**src/rtl/dsp_pipe_line.sv**
```systemverilog
// dsp_pipe_line: DEPTH-stage pipeline register with a per-stage valid flag,
// synchronous clear and a registered occupancy counter. Sits between the port
// muxes and the arithmetic units so operand/multiplier/post-adder paths can be
// retimed and drained.
//
// Ports
//   clk       rising-edge clock
//   rst       asynchronous active-high reset
//   ce        clock enable: 1 = advance all stages, 0 = hold
//   sclr      synchronous clear, overrides ce
//   in_data   sample entering stage 0
//   in_valid  in_data carries a real sample
//   out_data  sample leaving the last stage (registered)
//   out_valid out_data carries a real sample (registered)
//   fill_cnt  number of valid samples currently in the pipe (registered)
//   busy      fill_cnt != 0 (combinational from fill_cnt)
//
// DEPTH = 0 is a pure combinational pass-through; fill_cnt and busy are then 0.
module dsp_pipe_line #(
  parameter int unsigned WIDTH = 18,
  parameter int unsigned DEPTH = 1,
  parameter int unsigned CW    = (DEPTH <= 1) ? 1 : $clog2(DEPTH + 1)
) (
  input  logic             clk,
  input  logic             rst,
  input  logic             ce,
  input  logic             sclr,
  input  logic [WIDTH-1:0] in_data,
  input  logic             in_valid,
  output logic [WIDTH-1:0] out_data,
  output logic             out_valid,
  output logic [CW-1:0]    fill_cnt,
  output logic             busy
);

  // Reject unsupported geometries at elaboration.
  if (WIDTH < 1 || WIDTH > 64 || DEPTH > 8) begin : g_bad_param
    $error("dsp_pipe_line: WIDTH must be 1..64 and DEPTH 0..8");
  end

  if (DEPTH == 0) begin : g_pass
    // Wire-through; clock and control inputs have no effect.
    logic unused_ctrl;
    assign unused_ctrl = &{1'b0, clk, rst, ce, sclr};

    assign out_data  = in_data;
    assign out_valid = in_valid;
    assign fill_cnt  = '0;
  end else begin : g_pipe
    logic [WIDTH-1:0] data_q [DEPTH];
    logic [DEPTH-1:0] vld_q;
    logic [CW-1:0]    cnt_q;

    // Stage shift and occupancy tracking; priority rst > sclr > ce.
    always_ff @(posedge clk or posedge rst) begin
      if (rst) begin
        for (int k = 0; k < int'(DEPTH); k++) data_q[k] <= '0;
        vld_q <= '0;
        cnt_q <= '0;
      end else if (sclr) begin
        for (int k = 0; k < int'(DEPTH); k++) data_q[k] <= '0;
        vld_q <= '0;
        cnt_q <= '0;
      end else if (ce) begin
        data_q[0] <= in_data;
        vld_q[0]  <= in_valid;
        for (int k = 1; k < int'(DEPTH); k++) begin
          data_q[k] <= data_q[k-1];
          vld_q[k]  <= vld_q[k-1];
        end
        // Valid in with valid out on the same edge leaves the count alone.
        if (in_valid && !vld_q[DEPTH-1]) begin
          cnt_q <= cnt_q + CW'(1);
        end else if (!in_valid && vld_q[DEPTH-1]) begin
          cnt_q <= cnt_q - CW'(1);
        end
      end
    end

    assign out_data  = data_q[DEPTH-1];
    assign out_valid = vld_q[DEPTH-1];
    assign fill_cnt  = cnt_q;
  end

  assign busy = (fill_cnt != '0);

endmodule
```
**config.mk**
```make
export PLATFORM = sky130hd
export DESIGN_NAME = dsp_pipe_line
export DESIGN_NICKNAME = d
export VERILOG_FILES = /design/src/rtl/dsp_pipe_line.sv
export SDC_FILE = /design/constraint.sdc
export NUM_CORES = 1
export LEC_CHECK = 0
export CAP_MARGIN = 40
export CORE_MARGIN = 1.5
export CORE_UTILIZATION = 34
export DETAILED_ROUTE_END_ITERATION = 7
export PLACE_DENSITY = 0.73
export SYNTH_ARGS = -nofsm -noshare
export SYNTH_HDL_FRONTEND = slang
export SYNTH_SLANG_ARGS = --single-unit
```
**constraint.sdc**
```tcl
create_clock -name clk -period 0.89 [get_ports clk]
set_input_delay 0.178 -clock clk [delete_from_list [all_inputs] [get_ports clk]]
set_output_delay 0.178 -clock clk [all_outputs]
set_load 0.03 [all_outputs]
```
# Word level (Yosys, flattened, before mapping)
# Cells that the tools add are included.
[totals]
regBits = 20
wordCells = 20
output_inout_bits = 21
[op_classes]
muxes = 8
addsub = 2
n_reduce_logical = 7
[ops]
columns = ["operator", "count"]
rows = [
  ["2-to-1 mux 18 bit", 2],
  ["2-to-1 mux 1 bit", 6],
  ["nonzero test 3 bit", 1],
  ["logical AND 1 bit", 2],
  ["zero test 1 bit", 2],
  ["AND reduction 2 bit", 1],
  ["nonzero test 2 bit", 1],
  ["adder 1 bit, second input constant", 1],
  ["subtractor 1 bit, second input constant", 1],
]

# Logic depth before layout (Yosys ltp)
# Gate-level depths: netlist of run 1.
[depth]
word_depth = 6
ltp_mapped = 3
ltp_nobuf = 3

# Least setup slack after synthesis of run 1
# Ideal clock, no wire load.
[synth_timing]
kind = "register to register"
startpoint = "register g_pipe.vld_q (netlist: out_valid)"
endpoint = "register g_pipe.cnt_q (netlist: busy)"
slack_ns = -0.198
required_time_ns = 0.770
setup_time_ns = 0.120
n_path_buf = 0
stages_incl_launch_ff = 4
t_arrival_ns = 0.968
cell_sequence = "dfrtp_1 -> xor2_1 -> a21oi_1 -> a31o_1"
[synth_via]
elab_chain_len = 5
word_cells_on_any_way = 8
cone_classes = "3 x mux; 5 x reduce/logical"
[synth_lines]
columns = ["element", "line_no", "rtl"]
rows = [
  ["from (decl)", "51", "logic [DEPTH-1:0] vld_q;"],
  ["from (signal, indexed assignment)", "69", "vld_q[k] <= vld_q[k-1];"],
  ["zero test 1 bit", "72", "if (in_valid && !vld_q[DEPTH-1]) begin"],
  ["logical AND 1 bit", "72", ""],
  ["2-to-1 mux 1 bit", "72", ""],
  ["2-to-1 mux 1 bit", "64", "end else if (ce) begin"],
  ["2-to-1 mux 1 bit", "60", "end else if (sclr) begin"],
  ["to (signal assigned)", "73", "cnt_q <= cnt_q + CW'(1);"],
  ["to (signal assigned)", "75", "cnt_q <= cnt_q - CW'(1);"],
  ["to (decl)", "52", "logic [CW-1:0] cnt_q;"],
]
# Parallel ways exist; a longest one is shown, timed or not. The select of a mux whose other input is x is not followed.
# A chain may end at the register's enable or synchronous reset.

# Worst setup path after layout of run 1
[layout_timing]
startpoint = "register g_pipe.vld_q (netlist: out_valid)"
endpoint = "output out_valid"
[layout_rtl]
columns = ["element", "line_no", "rtl"]
rows = [
  ["to (decl)", "31", "output logic out_valid,"],
]
# No word-level cell between the ends.

==> results.json, run 1 <==
{
  "first_global_vias": 772,
  "clockBufferDepth": 2,
  "p_sw_mw": 0.5813,
  "synthTopCellsByArea": "dfrtp_1 60%, mux2i_1 23%, nor2_1 8.9%",
  "synth_top_family_by_area": "multiplexers",
  "violations": "negative setup slack",
  "slowest_stage": "dfrtp_2",
  "io_buffers": 43,
  "fin_cells": 153,
  "final_area_sq_mm": 0.001484,
  "drive_above_1_share_pct": 33.60,
  "ir_drop_mv": 0.7909,
  "synthMuxAreaShare_pct": 22.62,
  "crit_path_start_kind": "flip-flop",
  "path_cells": "buf_6 > buf_6",
  "nNetsFinal": 149,
  "syn_avg_cell_area_sq_um": 12.19,
  "switching_share_pct": 27.60,
  "io_pins": 44,
  "synth-adder-area-share_pct": 0,
  "setup-violations-final": 24,
  "place_area_sq_mm": 0.001262,
  "cts_tree": "yes",
  "worst_slack_ns": -0.2585,
  "drt-total-wl_microns": 2095,
  "critPathBufInv": 2,
  "status": "finished, violations left",
  "grt_use_met1_pct": 20.40,
  "synth-xor-area-share_pct": 1.042,
  "fin_tns_setup_ns": -3.419,
  "drc": 0,
  "use_met3_pct": 3.143,
  "synth_cells": 69,
  "layout_commonest_cell": "buf_6",
  "clkLatencyLatePin_ns": 0.30,
  "gp_congestion": 0.6119,
  "dieArea_sq_mm": 0.002780,
  "syn_nets": 92,
  "grt_max_degree": 20,
  "max_freq_mhz": 870.7,
  "cts_max_level": 1,
  "overflow": 0,
  "reg2regPathDepth": 4,
  "clock-sinks": 20,
  "cp_max_fo": 2,
  "synth_cell_types": 11,
  "synth_top_area_share_pct": 59.52,
  "diodes": 0,
  "power_density_mw_per_mm2": 1420,
  "synth_top_area_cell": "dfrtp_1",
  "seq_area_frac_synth_pct": 59.52,
  "worst-setup-path-type": "reg2out",
  "finalHoldViolations": 0,
  "max_stage_delay_ns": 0.43,
  "fin_util_pct": 65.20,
  "multi_input_area_sq_um": 305.3,
  "grt.busiest_layer": "met2",
  "drt_iter0_markers": 2,
  "syn_area_sq_um": 840.8,
  "antenna_left": 0,
  "cp_top_family": "flip-flops",
  "start_util_pct": 36.94,
  "die_x_microns": 52.73,
  "viasPerCell": 4.549,
  "ctsRootBufferMaster": "clkbuf_4",
  "max_slew_margin_pct": 88.73,
  "maxCapViolCount": 0,
  "critical_path.most_common_cell": "buf_6",
  "hold_path.class": "in2async",
  "synthSimpleGateAreaFrac_pct": 9.673,
  "synth_seq_cells": 20,
  "grtUsageTotal_pct": 16.98,
  "drt_first_pass_iters": 3,
  "rows": 17,
  "dpl.hpwl_microns": 1305,
  "wl_per_cell_microns": 13.69,
  "timing.rr.start": "out_valid",
  "final_cell_mix": "22 x buf_6, 21 x clkdlybuf4s50_1, 20 x nor2_1",
  "p_seq_share_pct": 47.6,
  "yosysWarnings": 0,
  "cp_num_cells": 2,
  "required_ns": 0.71,
  "rsz0062_at_grt": "true",
  "path_clk_slew_ns": 0.11,
  "chipHeight_microns": 52.73,
  "clkPwrFrac_pct": 25.0,
  "tightest_slew_ns": 0.1644,
  "period_share_pct": 129.0,
  "clock_skew_ns": 0.0001955,
  "area.growth.synth_to_final_pct": 76.49,
  "grt_pass1_wl_microns": 3346,
  "crit_path_start": "out_valid",
  "core_region_area_sq_mm": 0.002276,
  "num_vias": 696,
  "placed_cells": 140,
  "antenna_found_initial": 0,
  "met2_usage_pct": 29.79,
  "drv_slew": 0,
  "critPathArrivalTime_ns": 0.97,
  "period_needed_ns": 1.148,
  "synth-compound-area-share_pct": 1.637,
  "numCtsBuffers": 3,
  "p_leak_nw": 0.7565,
  "p_int_mw": 1.525,
  "cts_hold_buf": 0,
  "seq_area_sq_um": 501.7,
  "fill_cells": 192,
  "cp-end-kind": "primary output",
  "combinationalPowerShare_pct": 27.4
}
[sequential cells by signal (all words and copies together), names as in the netlist]
| name | count |
|---|---|
| out_data | 18 |
| out_valid | 1 |
| busy | 1 |
[worst paths after layout]
kind                                 to  slack (ns)
min reg2reg                out_data[11]        0.56
max reg2reg                        busy       -0.17
min in group clk           out_data[15]        0.48
min                        out_data[13]        0.15
max                           out_valid       -0.26
max in group asynchronous     out_valid        0.57
[power groups by stage]
stage               registers [mW]  logic [mW]  clock network (mW)
global route                  1.01       0.614               0.600
detailed placement            1.01       0.485                   0
finish                        1.00       0.577               0.526
CTS                           1.00       0.567               0.545
floorplan                     1.12       0.151                   0
global placement              1.01       0.476                   0
[cell families after synthesis]
| family | Yosys count |
|---|---|
| AND/OR/NAND/NOR | 21 |
| flip-flops | 20 |
| multiplexers | 19 |
| buffers and inverters | 6 |
| AO/OA/AOI/OAI | 2 |
| XOR/XNOR | 1 |
[worst reg2reg max path, cell delays in order, from the launching register on]
cell and delay (ns):
dfrtp_2 0.43, buf_4 0.14, xor2_2 0.14, a21oi_1 0.08, a31o_1 0.18
[what timing repair did]
| action | in CTS | in global routing |
|---|---|---|
| setup endpoints to repair | 41 | 23 |
| gates cloned | 1 | 0 |
| gates resized for setup | 24 | 1 |
| buffers inserted | 5 | 3 |
[metal layers]
layer  vias up  wire (microns)
met2        35            1070
met1       322             868
met5         -               0
met3         2             135
met4         0              20
li1        337               -
[cell type report]
cell class / count / share of cell area (%)
tap: 28 / 2.361
sequential: 20 / 33.81
multi-input combinational: 43 / 20.57
inverter: 1 / 0.2530
clock buffer: 4 / 2.445
timing repair buffer: 57 / 40.56
[through the flow]
stage               power [mW]  setup slack [ns]  hold WS [ns]
floorplan                1.266           -0.1209        0.1418
global placement         1.486           -0.3769        0.4890
detailed placement       1.495           -0.3988        0.4851
CTS                      2.114           -0.2670        0.1464
global route             2.223           -0.2983        0.1693
finish                   2.107           -0.2585        0.1477
[Yosys cell counts]
library cell	number
dfrtp_1	20
nor2_1	20
mux2i_1	19
buf_4	2
buf_6	2
a21oi_1	1
a31o_1	1
buf_2	1
inv_1	1
nand2b_1	1
xor2_1	1
Power figures use the tool's default switching activity.
==> run 2: changes to the inputs <==
Settings changed: CELL_PAD_IN_SITES_DETAIL_PLACEMENT from default to 0, CELL_PAD_IN_SITES_GLOBAL_PLACEMENT from default to 1, CORE_UTILIZATION 34 to 25, PLACE_DENSITY 0.73 to default, PLACE_DENSITY_LB_ADDON from default to 0.1.
==> run 2 against run 1 <==
  * The flow still finishes with violations (negative setup slack)
  * Global-route usage down 5.2 points
  * Fmax rose by 1.6%
  * Cell count grew 9.2%
  * Combinational power decreased by 2%
  * Hold slack better by 0.031 ns
  * Power is 4.6% lower
  * Count of clock-buffer cells in the layout stayed put
  * Sequential power about the same
  * Utilization shrank 18 points
  * Critical path depth unchanged
  * Clock skew barely moved
  * Critical path type unchanged
==> results.json, run 2 (synthesis gave the netlist of run 1 again) <==
{
  "drv_slew": 0,
  "ctsRootBufferMaster": "clkbuf_4",
  "diodes": 0,
  "antenna_found_initial": 0,
  "clockBufferDepth": 2,
  "first_global_vias": 730,
  "setup-violations-final": 22,
  "rsz0062_at_grt": "true",
  "period_share_pct": 127.0,
  "cp-end-kind": "primary output",
  "max_freq_mhz": 884.5,
  "clkPwrFrac_pct": 21.9,
  "max_stage_delay_ns": 0.43,
  "clock-sinks": 20,
  "p_leak_nw": 0.7468,
  "die_x_microns": 61.00,
  "worst-setup-path-type": "reg2out",
  "overflow": 0,
  "p_int_mw": 1.447,
  "combinationalPowerShare_pct": 28.3,
  "finalHoldViolations": 0,
  "grt_pass1_wl_microns": 3222,
  "p_seq_share_pct": 49.8,
  "gp_congestion": 0.6023,
  "period_needed_ns": 1.131,
  "hold-worst-slack_ns": 0.1791,
  "status": "finished, violations left",
  "cp_max_fo": 2,
  "cts_tree": "yes",
  "numCtsBuffers": 3,
  "dieArea_sq_mm": 0.003720,
  "violations": "negative setup slack",
  "critical_path.most_common_cell": "buf_6",
  "drt-total-wl_microns": 1945,
  "drt_first_pass_iters": 4,
  "drc": 0,
  "layout_commonest_cell": "buf_6",
  "switching_share_pct": 27.98,
  "grt_max_degree": 21,
  "io_pins": 44,
  "chipHeight_microns": 61.00,
  "worst_slack_ns": -0.2406,
  "grtUsageTotal_pct": 11.74,
  "ir_drop_mv": 0.7171,
  "viasPerCell": 4.150,
  "antenna_left": 0,
  "max_slew_margin_pct": 89.59,
  "power_density_mw_per_mm2": 1351,
  "critPathArrivalTime_ns": 0.95,
  "num_vias": 693,
  "clkLatencyLatePin_ns": 0.28,
  "required_ns": 0.71,
  "path_clk_slew_ns": 0.12,
  "crit_path_start_kind": "flip-flop",
  "largest_reg_flops": 18,
  "p_sw_mw": 0.5622,
  "clock_skew_ns": 0.0001137,
  "io_buffers": 43,
  "final_area_sq_mm": 0.001488,
  "path_cells": "buf_6 > buf_6",
  "area.growth.synth_to_final_pct": 76.93,
  "slowest_stage": "dfrtp_2",
  "tightest_slew_ns": 0.1518,
  "cts_max_level": 1,
  "core_region_area_sq_mm": 0.003128,
  "drt_iter0_markers": 9,
  "maxCapViolCount": 0,
  "final_cell_mix": "22 x buf_6, 21 x clkdlybuf4s50_1, 20 x nor2_1",
  "drive_above_1_share_pct": 30.89,
  "hold_path.class": "in2async",
  "nNetsFinal": 147,
  "dpl.hpwl_microns": 1310,
  "place_area_sq_mm": 0.001295,
  "rows": 20,
  "start_util_pct": 26.88,
  "wl_per_cell_microns": 11.65
}
==> run 2: cell count changes in the layout (fill, tap and decap cells not counted), sizes merged <==
cell,delta
buf,-2
==> run 2: final cells by class <==
| class | instances | area, sq um |
|---|---|---|
| repair buffers | 55 | 599.3 |
| flip-flops and latches | 20 | 501.7 |
| fillers | 302 | 1640 |
| clock buffers | 4 | 26.28 |
| multi-input cells | 43 | 301.5 |
| well taps | 44 | 55.05 |
| inverters | 1 | 3.754 |
==> run 2: metal layers <==
metal	global-route usage, %	up-vias	wire length (microns)
li1	-	335	-
met1	15.27	332	926
met2	18.74	24	883
met3	2.345	2	120
met4	5.590	0	14
met5	0	-	0
==> run 2: through the flow <==
step	setup TNS, ns	std cells	worst slack, ns	utilization, %	power, mW
finish	-3.064	167	-0.2406	47.56	2.010
global route	-4.051	167	-0.2931	47.56	2.123
CTS	-3.435	165	-0.2562	47.08	2.039
detailed placement	-7.716	156	-0.4095	41.40	1.503
global placement	-7.496	156	-0.3855	41.40	1.499
floorplan	-0.1481	69	-0.1209	-	1.266
==> run 2: power groups by stage <==
stage / Clock [mW] / Sequential (mW) / Combinational (mW)
finish: 0.440 / 1.00 / 0.568
global route: 0.504 / 1.01 / 0.610
CTS: 0.465 / 1.00 / 0.571
detailed placement: 0 / 1.01 / 0.493
global placement: 0 / 1.01 / 0.490
floorplan: 0 / 1.12 / 0.151
==> run 2: worst paths after layout <==
| kind | from | endpoint | slack [ns] | cells after the start |
|---|---|---|---|---|
| worst max register to register | out_valid | busy | -0.17 | 4 |
| max in group asynchronous | rst | out_valid | 0.56 | 3 |
| worst min register to register | out_data[2] | out_data[2] | 0.56 | 2 |
| worst min-delay path | rst | out_data[5] | 0.18 | 3 |
| worst max-delay path | out_valid | out_valid | -0.24 | 2 |
| min in group clk | in_data[7] | out_data[7] | 0.48 | 3 |
==> run 2: timing repair <==
action / in CTS / in global routing
gates cloned: 1 / 0
setup endpoints to repair: 41 / 22
hold buffers: 0 / 0
gates resized for setup: 24 / 0
buffers inserted: 4 / 2
==> run 2: worst max-delay path, delay by kind of cell (launching register included) <==
kind	cells	cell delay, ns
flops	1	0.43
buf+inv	2	0.25
